$ cat src/rtl/vc_scheduler_if.sv
`default_nettype none
// ============================================================================
// Module  : vc_scheduler_if
// Purpose : Bundles every FIFO-facing signal of the flow controller.
//           master = scheduler side (drives push/pop/data).
//           slave  = FIFO side (drives empty/afull flags, heads, errors).
// Signals :
//   main_empty, main_data, main_pop        Main FIFO show-ahead port
//   vc_afull, vc_empty, vc0_data, vc1_data VC FIFO status and heads
//   vc_push, vc_pop, vc_data               VC FIFO write/read strobes, write data
//   d_afull, d_empty, d_push, d_data       D FIFO status, write strobes, data
//   fifo_error                             {d1,d0,vc1,vc0,main} over/underflow
// Revision: 1.0 - initial release
// ============================================================================
interface vc_scheduler_if #(
  parameter int DATA_SIZE = 6
);
  logic                 main_empty;
  logic [DATA_SIZE-1:0] main_data;
  logic                 main_pop;

  logic [1:0]           vc_afull;
  logic [1:0]           vc_empty;
  logic [DATA_SIZE-1:0] vc0_data;
  logic [DATA_SIZE-1:0] vc1_data;
  logic [1:0]           vc_push;
  logic [1:0]           vc_pop;
  logic [DATA_SIZE-1:0] vc_data;

  logic [1:0]           d_afull;
  logic [1:0]           d_empty;
  logic [1:0]           d_push;
  logic [DATA_SIZE-1:0] d_data;

  logic [4:0]           fifo_error;

  modport master (
    input  main_empty, main_data,
    input  vc_afull, vc_empty, vc0_data, vc1_data,
    input  d_afull, d_empty,
    input  fifo_error,
    output main_pop,
    output vc_push, vc_pop, vc_data,
    output d_push, d_data
  );

  modport slave (
    output main_empty, main_data,
    output vc_afull, vc_empty, vc0_data, vc1_data,
    output d_afull, d_empty,
    output fifo_error,
    input  main_pop,
    input  vc_push, vc_pop, vc_data,
    input  d_push, d_data
  );
endinterface
`default_nettype wire

$ cat src/rtl/vc_scheduler.sv
`default_nettype none
// ============================================================================
// Module  : vc_scheduler
// Purpose : Flow controller / configuration unit of the two-virtual-channel
//           FIFO datapath.
//           - Registers almost-full / almost-empty thresholds of the Main, VC
//             and D FIFOs while in INIT, holds them elsewhere.
//           - Stage 1: moves the Main FIFO head into VC0/VC1 by class bit.
//           - Stage 2: arbitrates VC0/VC1 into D0/D1 by destination bit,
//             weighted in favour of VC0, honouring D almost-full.
// Ports   :
//   clk, reset_L            clock, synchronous active-low reset
//   init                    threshold (re)load request
//   umbral_MF_i/VC_i/DF_i   {almost_full, almost_empty} threshold inputs
//   afMF..aeDF              registered thresholds towards the FIFOs
//   state                   one-hot FSM state
//   idle_out/active_out/error_out  decoded state flags
//   bus                     FIFO-side handshake (vc_scheduler_if.master)
// Revision: 1.0 - initial release
// ============================================================================
module vc_scheduler #(
  parameter int DATA_SIZE  = 6,
  parameter int VC0_WEIGHT = 3
) (
  input  logic        clk,
  input  logic        reset_L,
  input  logic        init,
  input  logic [3:0]  umbral_MF_i,
  input  logic [7:0]  umbral_VC_i,
  input  logic [3:0]  umbral_DF_i,
  output logic [1:0]  afMF,
  output logic [1:0]  aeMF,
  output logic [3:0]  afVC,
  output logic [3:0]  aeVC,
  output logic [1:0]  afDF,
  output logic [1:0]  aeDF,
  output logic [4:0]  state,
  output logic        idle_out,
  output logic        active_out,
  output logic        error_out,
  vc_scheduler_if.master bus
);

  // Counter must be able to hold VC0_WEIGHT itself; keep at least one bit.
  localparam int c_cnt_w = (VC0_WEIGHT > 0) ? $clog2(VC0_WEIGHT + 1) : 1;
  localparam logic [c_cnt_w-1:0] c_weight = c_cnt_w'(VC0_WEIGHT);

  typedef enum logic [4:0] {
    S_RESET  = 5'b00001,
    S_INIT   = 5'b00010,
    S_IDLE   = 5'b00100,
    S_ACTIVE = 5'b01000,
    S_ERROR  = 5'b10000
  } state_t;

  state_t              r_state;
  state_t              w_state_next;

  logic [1:0]          r_af_mf, r_ae_mf;
  logic [3:0]          r_af_vc, r_ae_vc;
  logic [1:0]          r_af_df, r_ae_df;
  logic [c_cnt_w-1:0]  r_cnt;

  logic                w_any_error;
  logic                w_any_nonempty;
  logic                w_all_empty;
  logic                w_en;
  logic                w_cls;
  logic                w_move;
  logic                w_dest0, w_dest1;
  logic                w_elig0, w_elig1;
  logic                w_gnt0, w_gnt1;
  logic                w_gnt_dest;

  // --------------------------------------------------------------------------
  // FSM
  // --------------------------------------------------------------------------
  assign w_any_error    = |bus.fifo_error;
  assign w_any_nonempty = !bus.main_empty || !(&bus.vc_empty) || !(&bus.d_empty);
  assign w_all_empty    = !w_any_nonempty;

  always_ff @(posedge clk) begin
    if (!reset_L) begin
      r_state <= S_RESET;
    end else begin
      r_state <= w_state_next;
    end
  end

  always_comb begin
    w_state_next = r_state;
    case (r_state)
      S_RESET:  w_state_next = S_INIT;
      S_INIT: begin
        if (w_any_error)   w_state_next = S_ERROR;
        else if (!init)    w_state_next = S_IDLE;
      end
      S_IDLE: begin
        if (w_any_error)         w_state_next = S_ERROR;
        else if (init)           w_state_next = S_INIT;
        else if (w_any_nonempty) w_state_next = S_ACTIVE;
      end
      S_ACTIVE: begin
        // init is deliberately not looked at while traffic is flowing.
        if (w_any_error)      w_state_next = S_ERROR;
        else if (w_all_empty) w_state_next = S_IDLE;
      end
      S_ERROR:  w_state_next = S_ERROR;
      default:  w_state_next = S_RESET;
    endcase
  end

  assign state      = r_state;
  assign idle_out   = (r_state == S_IDLE);
  assign active_out = (r_state == S_ACTIVE);
  assign error_out  = (r_state == S_ERROR);

  // --------------------------------------------------------------------------
  // Threshold registers: reloaded every cycle spent in INIT.
  // --------------------------------------------------------------------------
  always_ff @(posedge clk) begin
    if (!reset_L) begin
      r_af_mf <= '0;
      r_ae_mf <= '0;
      r_af_vc <= '0;
      r_ae_vc <= '0;
      r_af_df <= '0;
      r_ae_df <= '0;
    end else if (r_state == S_INIT) begin
      r_af_mf <= umbral_MF_i[3:2];
      r_ae_mf <= umbral_MF_i[1:0];
      r_af_vc <= umbral_VC_i[7:4];
      r_ae_vc <= umbral_VC_i[3:0];
      r_af_df <= umbral_DF_i[3:2];
      r_ae_df <= umbral_DF_i[1:0];
    end
  end

  assign afMF = r_af_mf;
  assign aeMF = r_ae_mf;
  assign afVC = r_af_vc;
  assign aeVC = r_ae_vc;
  assign afDF = r_af_df;
  assign aeDF = r_ae_df;

  // --------------------------------------------------------------------------
  // Datapath control. reset_L is folded into the enable so that strobes drop
  // in the very cycle reset is asserted, before the state register reacts.
  // --------------------------------------------------------------------------
  assign w_en = reset_L && (r_state == S_ACTIVE);

  // Stage 1: Main -> VC[class]. Strictly in order: a stalled head blocks all.
  assign w_cls  = bus.main_data[DATA_SIZE-1];
  assign w_move = w_en && !bus.main_empty && !bus.vc_afull[w_cls];

  // Stage 2: VC -> D[dest] with VC0-weighted priority.
  assign w_dest0 = bus.vc0_data[DATA_SIZE-2];
  assign w_dest1 = bus.vc1_data[DATA_SIZE-2];
  assign w_elig0 = !bus.vc_empty[0] && !bus.d_afull[w_dest0];
  assign w_elig1 = !bus.vc_empty[1] && !bus.d_afull[w_dest1];

  // VC0 wins unless VC1 is also waiting and VC0 has used up its quota.
  assign w_gnt0     = w_en && w_elig0 && !(w_elig1 && (r_cnt == c_weight));
  assign w_gnt1     = w_en && w_elig1 && !w_gnt0;
  assign w_gnt_dest = w_gnt1 ? w_dest1 : w_dest0;

  assign bus.main_pop = w_move;
  assign bus.vc_push  = {w_move && w_cls, w_move && !w_cls};
  assign bus.vc_data  = w_en ? bus.main_data : '0;

  assign bus.vc_pop   = {w_gnt1, w_gnt0};
  assign bus.d_push   = (w_gnt0 || w_gnt1) ? {w_gnt_dest, !w_gnt_dest} : 2'b00;
  assign bus.d_data   = w_gnt0 ? bus.vc0_data :
                        w_gnt1 ? bus.vc1_data : '0;

  // Weight counter: counts VC0 wins that actually deprived a waiting VC1.
  always_ff @(posedge clk) begin
    if (!reset_L) begin
      r_cnt <= '0;
    end else if (w_gnt1) begin
      r_cnt <= '0;
    end else if (w_gnt0 && w_elig1 && (r_cnt != c_weight)) begin
      r_cnt <= r_cnt + 1'b1;
    end
  end

endmodule
`default_nettype wire

$ cat src/flat_wrapper.sv
// flat-port wrapper written by rule: the top's interface ports become plain ports
module vc_scheduler_flat 
#(
  parameter int DATA_SIZE  = 6,
  parameter int VC0_WEIGHT = 3
)
  (clk, reset_L, init, umbral_MF_i, umbral_VC_i, umbral_DF_i, afMF, aeMF, afVC, aeVC, afDF, aeDF, state, idle_out, active_out, error_out, bus_main_empty, bus_main_data, bus_vc_afull, bus_vc_empty, bus_vc0_data, bus_vc1_data, bus_d_afull, bus_d_empty, bus_fifo_error, bus_main_pop, bus_vc_push, bus_vc_pop, bus_vc_data, bus_d_push, bus_d_data);
  vc_scheduler_if #(.DATA_SIZE(DATA_SIZE)) bus_i ();
  input  logic clk;
  input  logic reset_L;
  input  logic init;
  input  logic [3:0] umbral_MF_i;
  input  logic [7:0] umbral_VC_i;
  input  logic [3:0] umbral_DF_i;
  output logic [1:0] afMF;
  output logic [1:0] aeMF;
  output logic [3:0] afVC;
  output logic [3:0] aeVC;
  output logic [1:0] afDF;
  output logic [1:0] aeDF;
  output logic [4:0] state;
  output logic idle_out;
  output logic active_out;
  output logic error_out;
  input wire logic [$bits(bus_i.main_empty)-1:0] bus_main_empty;
  input wire logic [$bits(bus_i.main_data)-1:0] bus_main_data;
  input wire logic [$bits(bus_i.vc_afull)-1:0] bus_vc_afull;
  input wire logic [$bits(bus_i.vc_empty)-1:0] bus_vc_empty;
  input wire logic [$bits(bus_i.vc0_data)-1:0] bus_vc0_data;
  input wire logic [$bits(bus_i.vc1_data)-1:0] bus_vc1_data;
  input wire logic [$bits(bus_i.d_afull)-1:0] bus_d_afull;
  input wire logic [$bits(bus_i.d_empty)-1:0] bus_d_empty;
  input wire logic [$bits(bus_i.fifo_error)-1:0] bus_fifo_error;
  output wire logic [$bits(bus_i.main_pop)-1:0] bus_main_pop;
  output wire logic [$bits(bus_i.vc_push)-1:0] bus_vc_push;
  output wire logic [$bits(bus_i.vc_pop)-1:0] bus_vc_pop;
  output wire logic [$bits(bus_i.vc_data)-1:0] bus_vc_data;
  output wire logic [$bits(bus_i.d_push)-1:0] bus_d_push;
  output wire logic [$bits(bus_i.d_data)-1:0] bus_d_data;
  assign bus_i.main_empty = bus_main_empty;
  assign bus_i.main_data = bus_main_data;
  assign bus_i.vc_afull = bus_vc_afull;
  assign bus_i.vc_empty = bus_vc_empty;
  assign bus_i.vc0_data = bus_vc0_data;
  assign bus_i.vc1_data = bus_vc1_data;
  assign bus_i.d_afull = bus_d_afull;
  assign bus_i.d_empty = bus_d_empty;
  assign bus_i.fifo_error = bus_fifo_error;
  assign bus_main_pop = bus_i.main_pop;
  assign bus_vc_push = bus_i.vc_push;
  assign bus_vc_pop = bus_i.vc_pop;
  assign bus_vc_data = bus_i.vc_data;
  assign bus_d_push = bus_i.d_push;
  assign bus_d_data = bus_i.d_data;
  vc_scheduler #(.DATA_SIZE(DATA_SIZE), .VC0_WEIGHT(VC0_WEIGHT)) u_core (.clk(clk), .reset_L(reset_L), .init(init), .umbral_MF_i(umbral_MF_i), .umbral_VC_i(umbral_VC_i), .umbral_DF_i(umbral_DF_i), .afMF(afMF), .aeMF(aeMF), .afVC(afVC), .aeVC(aeVC), .afDF(afDF), .aeDF(aeDF), .state(state), .idle_out(idle_out), .active_out(active_out), .error_out(error_out), .bus(bus_i));
endmodule
$ cat config.mk
export PLATFORM = sky130hd
export DESIGN_NAME = vc_scheduler_flat
export DESIGN_NICKNAME = d
export VERILOG_FILES = /design/src/rtl/vc_scheduler_if.sv /design/src/rtl/vc_scheduler.sv /design/src/flat_wrapper.sv
export SDC_FILE = /design/constraint.sdc
export NUM_CORES = 1
export LEC_CHECK = 0
export ABC_AREA = 1
export CORE_ASPECT_RATIO = 0.9
export CORE_MARGIN = 3
export CORE_UTILIZATION = 31
export DETAILED_ROUTE_END_ITERATION = 10
export MAX_ROUTING_LAYER = met4
export PLACE_DENSITY = 0.82
export SLEW_MARGIN = 20
export SYNTH_ARGS = -nofsm -noshare
export SYNTH_HDL_FRONTEND = slang
export SYNTH_SLANG_ARGS = --single-unit
export TNS_END_PERCENT = 100
$ cat constraint.sdc
create_clock -name clk -period 1.55 [get_ports clk]
set_clock_uncertainty 0.15 [all_clocks]
set_input_delay 0.31 -clock clk [delete_from_list [all_inputs] [get_ports clk]]
set_output_delay 0.31 -clock clk [all_outputs]
set_load 0.01 [all_outputs]
Word level (Yosys, flattened, before mapping)
Cells that the tools add are included.
Storage, ports and cells
  bits in registers: 23
  bits of input ports: 51
  output and inout bits: 43
  word-level logic and storage cells: 76
Cells by class
  $add $sub $neg: 1
  order comparisons: 3
  equal/unequal tests: 10
  mux-type cells: 19
  bitwise gates (word level): 1
  reductions and logical operators: 34
Operator list (number)
  5-bit two-way mux: 7
  5-bit one-hot mux with 5 select lines: 1
  6-bit two-way mux: 3
  1-bit logical AND: 14
  1-bit zero test: 12
  1-bit two-way mux: 7
  1-bit by 2-bit less-than comparator with 1-bit output, second input constant: 3
  3-bit by 2-bit inequality test with 1-bit output, second input constant: 2
  5-bit by 1-bit equality test with 1-bit output, second input constant: 1
  5-bit by 2-bit equality test with 1-bit output, second input constant: 1
  5-bit by 3-bit equality test with 1-bit output, second input constant: 1
  5-bit by 4-bit equality test with 1-bit output, second input constant: 1
  5-bit equality test, second input constant: 1
  5-bit OR reduction: 1
  4-bit by 2-bit inequality test with 1-bit output, second input constant: 1
  2-bit AND reduction: 2
  1-bit logical OR: 3
  3-bit AND reduction: 1
  2-bit by 1-bit adder with 2-bit output, second input constant: 1
  2-bit equality test, second input constant: 1
  2-bit two-way mux: 1
  2-bit inequality test, second input constant: 1
  2-bit OR reduction: 1
  1-bit inverter: 1

Depth between registers and ports, before layout
  depth in word-level cells: 12
  gate-level depth with buffers: 10
  depth with buffers taken out: 9

Worst setup path before layout
OpenSTA, ideal clock, no wires.
  path kind: register -> output
  start: register u_core.r_state[1] (netlist: u_core.state[1])
  end: output port bus_d_data[4]
  data arrival time: 1.265 ns
  data required time: 1.090 ns
  setup slack: -0.175 ns
  stages on the path, launching flop included: 11
  path buffers: 1
  cell sequence: dfxtp_1 nor2_4 nand2_2 nor2_4 nand2_4 buf_6 clkinv_2 nand3_2 clkinv_2 nand2_2 nand2_1
On the way
  longest elaborated chain between the ends: 8
  elaborated cells on any way between the ends: 9
  classes of those cells: eq/ne: 1; mux: 2; reduce/logical: 6
Ends and longest elaborated chain
  start: declaration: RTL line vc_scheduler.sv:56  | state_t r_state;
  start signal: assignment: RTL line vc_scheduler.sv:86  | r_state <= w_state_next;
  5-bit by 4-bit equality test with 1-bit output (*)
  named net active_out: RTL line flat_wrapper.sv:23  | output logic active_out;
  1-bit logical AND (*): RTL line vc_scheduler.sv:150  | assign w_en = reset_L && (r_state == S_ACTIVE);
  1-bit logical AND (*) (2 in series): RTL line vc_scheduler.sv:163  | assign w_gnt0 = w_en && w_elig0 && !(w_elig1 && (r_cnt == c_weight));
  named net u_core.w_gnt0: RTL line vc_scheduler.sv:72  | logic w_gnt0, w_gnt1;
  1-bit zero test: RTL line vc_scheduler.sv:164  | assign w_gnt1 = w_en && w_elig1 && !w_gnt0;
  1-bit logical AND: RTL line vc_scheduler.sv:164
  6-bit two-way mux: RTL line vc_scheduler.sv:174  | w_gnt1 ? bus.vc1_data : '0;
  6-bit two-way mux (*): RTL line vc_scheduler.sv:173  | assign bus.d_data = w_gnt0 ? bus.vc0_data :
  end: declaration: RTL line flat_wrapper.sv:39  | output wire logic [$bits(bus_i.d_data)-1:0] bus_d_data;
Mark *: on every way through the listed nets, which the timed path passes. The rest lies on a longest branch.

Worst setup path in the final report
  start: register u_core.r_state[0] (netlist: u_core.state[0])
  end: output port bus_d_data[3]
On the way
  longest elaborated chain between the ends: 8
  elaborated cells on any way between the ends: 9
  classes of those cells: eq/ne: 1; mux: 2; reduce/logical: 6
Ends and longest elaborated chain (RTL line)
  5-bit by 4-bit equality test with 1-bit output (*): vc_scheduler.sv:150
  1-bit logical AND (*): vc_scheduler.sv:150
  1-bit logical AND (2 in series): vc_scheduler.sv:163
  1-bit zero test: vc_scheduler.sv:164
  1-bit logical AND: vc_scheduler.sv:164
  6-bit two-way mux: vc_scheduler.sv:174
  6-bit two-way mux (*): vc_scheduler.sv:173
Mark *: on every way between the ends. The rest lies on a longest branch, timed or not.

==> impl_metrics.yaml <==
yosys:
  synth_fp_nets: 253
  synth_area_sq_mm: 0.001269
  ys_ff_latch: 23
  netlist_instances: 201
  synth.distinct_cells: 27
  ys_warn_count: 0
  yosysSeqAreaShare_pct: 36.29
  avgSynthCellArea_sq_um: 6.312
run_status:
  failed_checks: "negative setup slack"
  status: "complete, but fails checks"
detailed_routing:
  totalWireLength_um: 4607
  wl_per_cell_um: 12.29
  drc: 0
  vias_per_cell: 4.515
  drt_first_pass_iters: 2
  vias: 1693
  drtAntennaViolNets: 0
  drt_iter0_markers: 74
min_path:
  hold_class: "reg2reg"
setup_path:
  worst-path-max-fanout: 7
  cp-start-kind: "register"
  cp_cell_sequence: "nor2_4, nand2_2, nor2_4, nand2_4, nor2_4, nand2_4, inv_8, nand2_1, nand2_2, buf_6"
  required_ns: 1.09
  arrival_ns: 1.53
  crit_top_cell: "nor2_4"
  cpPeakStageDelay_ns: 0.34
  endpoint_kind: "primary output"
  critPathKind: "reg2out"
  slowest_stage: "dfxtp_2"
job:
  max_cap_viol_count: 0
timing:
  layout_setup_ws_ns: -0.4402
  whs_ns: 0.3295
  setup_violations: 29
  fmax_mhz: 502.5
  tightest_slew_ns: 0.2825
  rsz0062_at_grt: "yes"
  period_minus_slack_ns: 1.990
  drv_slew: 0
  setup_tns_ns: -7.643
  hold_viol: 0
  finalCritPeriodShare_pct: 128.4
  slew_headroom_pct: 81.09
clock_network:
  cts_max_path_buffers: 2
  cts_tree: "built"
  root_buffer: "clkbuf_8"
  cts.sinks: 23
  cts.clk_slew.worst_paths_ns: 0.08
  clkLatencyLatePin_ns: 0.26
  numCtsBuffers: 3
  cts-htree-levels: 1
grt:
  grt_pass1_vias: 1574
  grt.overflow.total: 0
  grt_pass1_wl_um: 6955
  antenna_found_initial: 0
  grt_start_max_net_pins: 22
  track_usage_pct: 18.39
power_and_ir_drop:
  p_switching_mw: 0.4366
  intPower_mw: 1.116
  switching_share_pct: 28.12
  leakagePower_nw: 1.377
  seq_power_share_pct: 43.3
  cellPowerDensity_mw_per_mm2: 576.3
  p_comb_share_pct: 33.5
  pwr-share-clk_pct: 23.2
  vdd_drop_max_uv: 565.5
place:
  gp_congestion: 0.8428
  placed_cells: 360
  port_buffers: 93
  dp_hpwl_um: 3296
floorplanning:
  rows: 21
  die_y_um: 66.69
  start_util_pct: 33.07
  io_pins: 94
  core_region_area_sq_mm: 0.003836
  chipWidth_um: 73.44
  die-area_sq_mm: 0.004897
layout:
  drive_above_1_share_pct: 35.37
  area_delta_synth_final_pct: 112.3
  final_cells: 375
  mostFrequentLayoutCells: "nor2_1 (52), clkdlybuf4s50_1 (43), buf_4 (31)"
  fin_nets: 381
  layout_commonest_cell: "nor2_1"
## stage by stage
step	setup slack, ns	util, %	area (sq um)	total power, mW
6_report	-0.4402	70.22	2694	1.552
5_1_grt	-0.5247	70.16	2691	1.650
4_1_cts	-0.4131	65.85	2526	1.496
3_5_place_dp	-1.045	64.02	2456	1.161
3_3_place_gp	-0.9938	64.02	2456	1.151
2_1_floorplan	-0.1666	-	1305	0.8588
## area by class of cell
type	instances	area [sq um]
Multi-Input combinational cell	146	853.3
Sequential cell	23	462.9
Clock buffer	4	45.04
Antenna cell	1	2.502
Timing Repair Buffer	131	1169
Inverter	24	103.9
Fill cell	336	1142
Tap cell	46	57.56
## sequential cells by signal, summed over array words and instances (netlist names)
signal,count
u_core.aeDF,2
u_core.aeMF,2
u_core.aeVC,4
u_core.afDF,2
u_core.afMF,2
u_core.afVC,4
u_core.r_cnt,2
u_core.state,5
## Yosys cell counts, drive strengths merged
cell / n / share of area (%)
o21ai: 20 / 7.9
nand2: 41 / 13
a211oi: 1 / 0.59
nand3: 11 / 4.7
o22ai: 1 / 0.49
nand3b: 1 / 0.59
xnor2: 1 / 0.69
nand4: 2 / 0.99
ha: 1 / 0.99
nor3: 4 / 1.6
o211ai: 1 / 0.59
clkbuf: 1 / 0.30
clkinv: 3 / 1.1
nor2: 61 / 20
dfxtp: 23 / 36
a21oi: 1 / 0.39
buf: 7 / 3.5
inv: 21 / 6.2
## critical path, delay by kind of cell (launching register included)
kind | cells | cell delay [ns]
buffers and inverters | 2 | 0.19
flip-flops | 1 | 0.34
AND/OR/NAND/NOR | 8 | 0.73
## logic make-up after synthesis
logic type      count (synthesis)  synth area share [%]
simple gates                  120                 41.03
buf+inv                        32                 11.04
compound gates                 24                 9.961
flops                          23                 36.29
fa+ha+maj                       1                0.9860
xor+xnor                        1                0.6905
## power by group through the flow
stage	Combinational (mW)	Clock, mW	Sequential, mW
finish	0.520	0.360	0.672
global route	0.569	0.403	0.678
CTS	0.459	0.365	0.671
detailed placement	0.476	0	0.685
global placement	0.467	0	0.684
floorplan	0.148	0	0.711
## metal layers
metal	global-route usage, %	up-vias	wire length, um
met5	-	-	0
met4	3.846	0	10
met3	4.072	2	177
met2	33.48	35	2517
met1	20.56	774	1902
li1	-	882	-
## path summary, 6_finish.rpt
path	to	slack, ns	from	cells past startpoint
setup / recovery	bus_d_data[3]	-0.44	u_core.state[0]$_SDFFE_PN1P_	10
hold / removal	u_core.afVC[0]$_SDFFE_PN0N_	0.33	u_core.afVC[0]$_SDFFE_PN0N_	2
setup reg to reg	u_core.r_cnt[1]$_SDFFE_PP0P_	-0.13	u_core.state[0]$_SDFFE_PN1P_	11
hold reg to reg	u_core.afVC[0]$_SDFFE_PN0N_	0.33	u_core.afVC[0]$_SDFFE_PN0N_	2
## what timing repair did
action	4_1_cts	5_1_grt
gates resized for setup	150	42
hold buffers	0	0
pin swaps	9	6
endpoints found under the setup margin	62	43
setup buffers	5	5
hold endpoints to repair	0	0
Note: power is estimated with default switching activity, not from simulation.
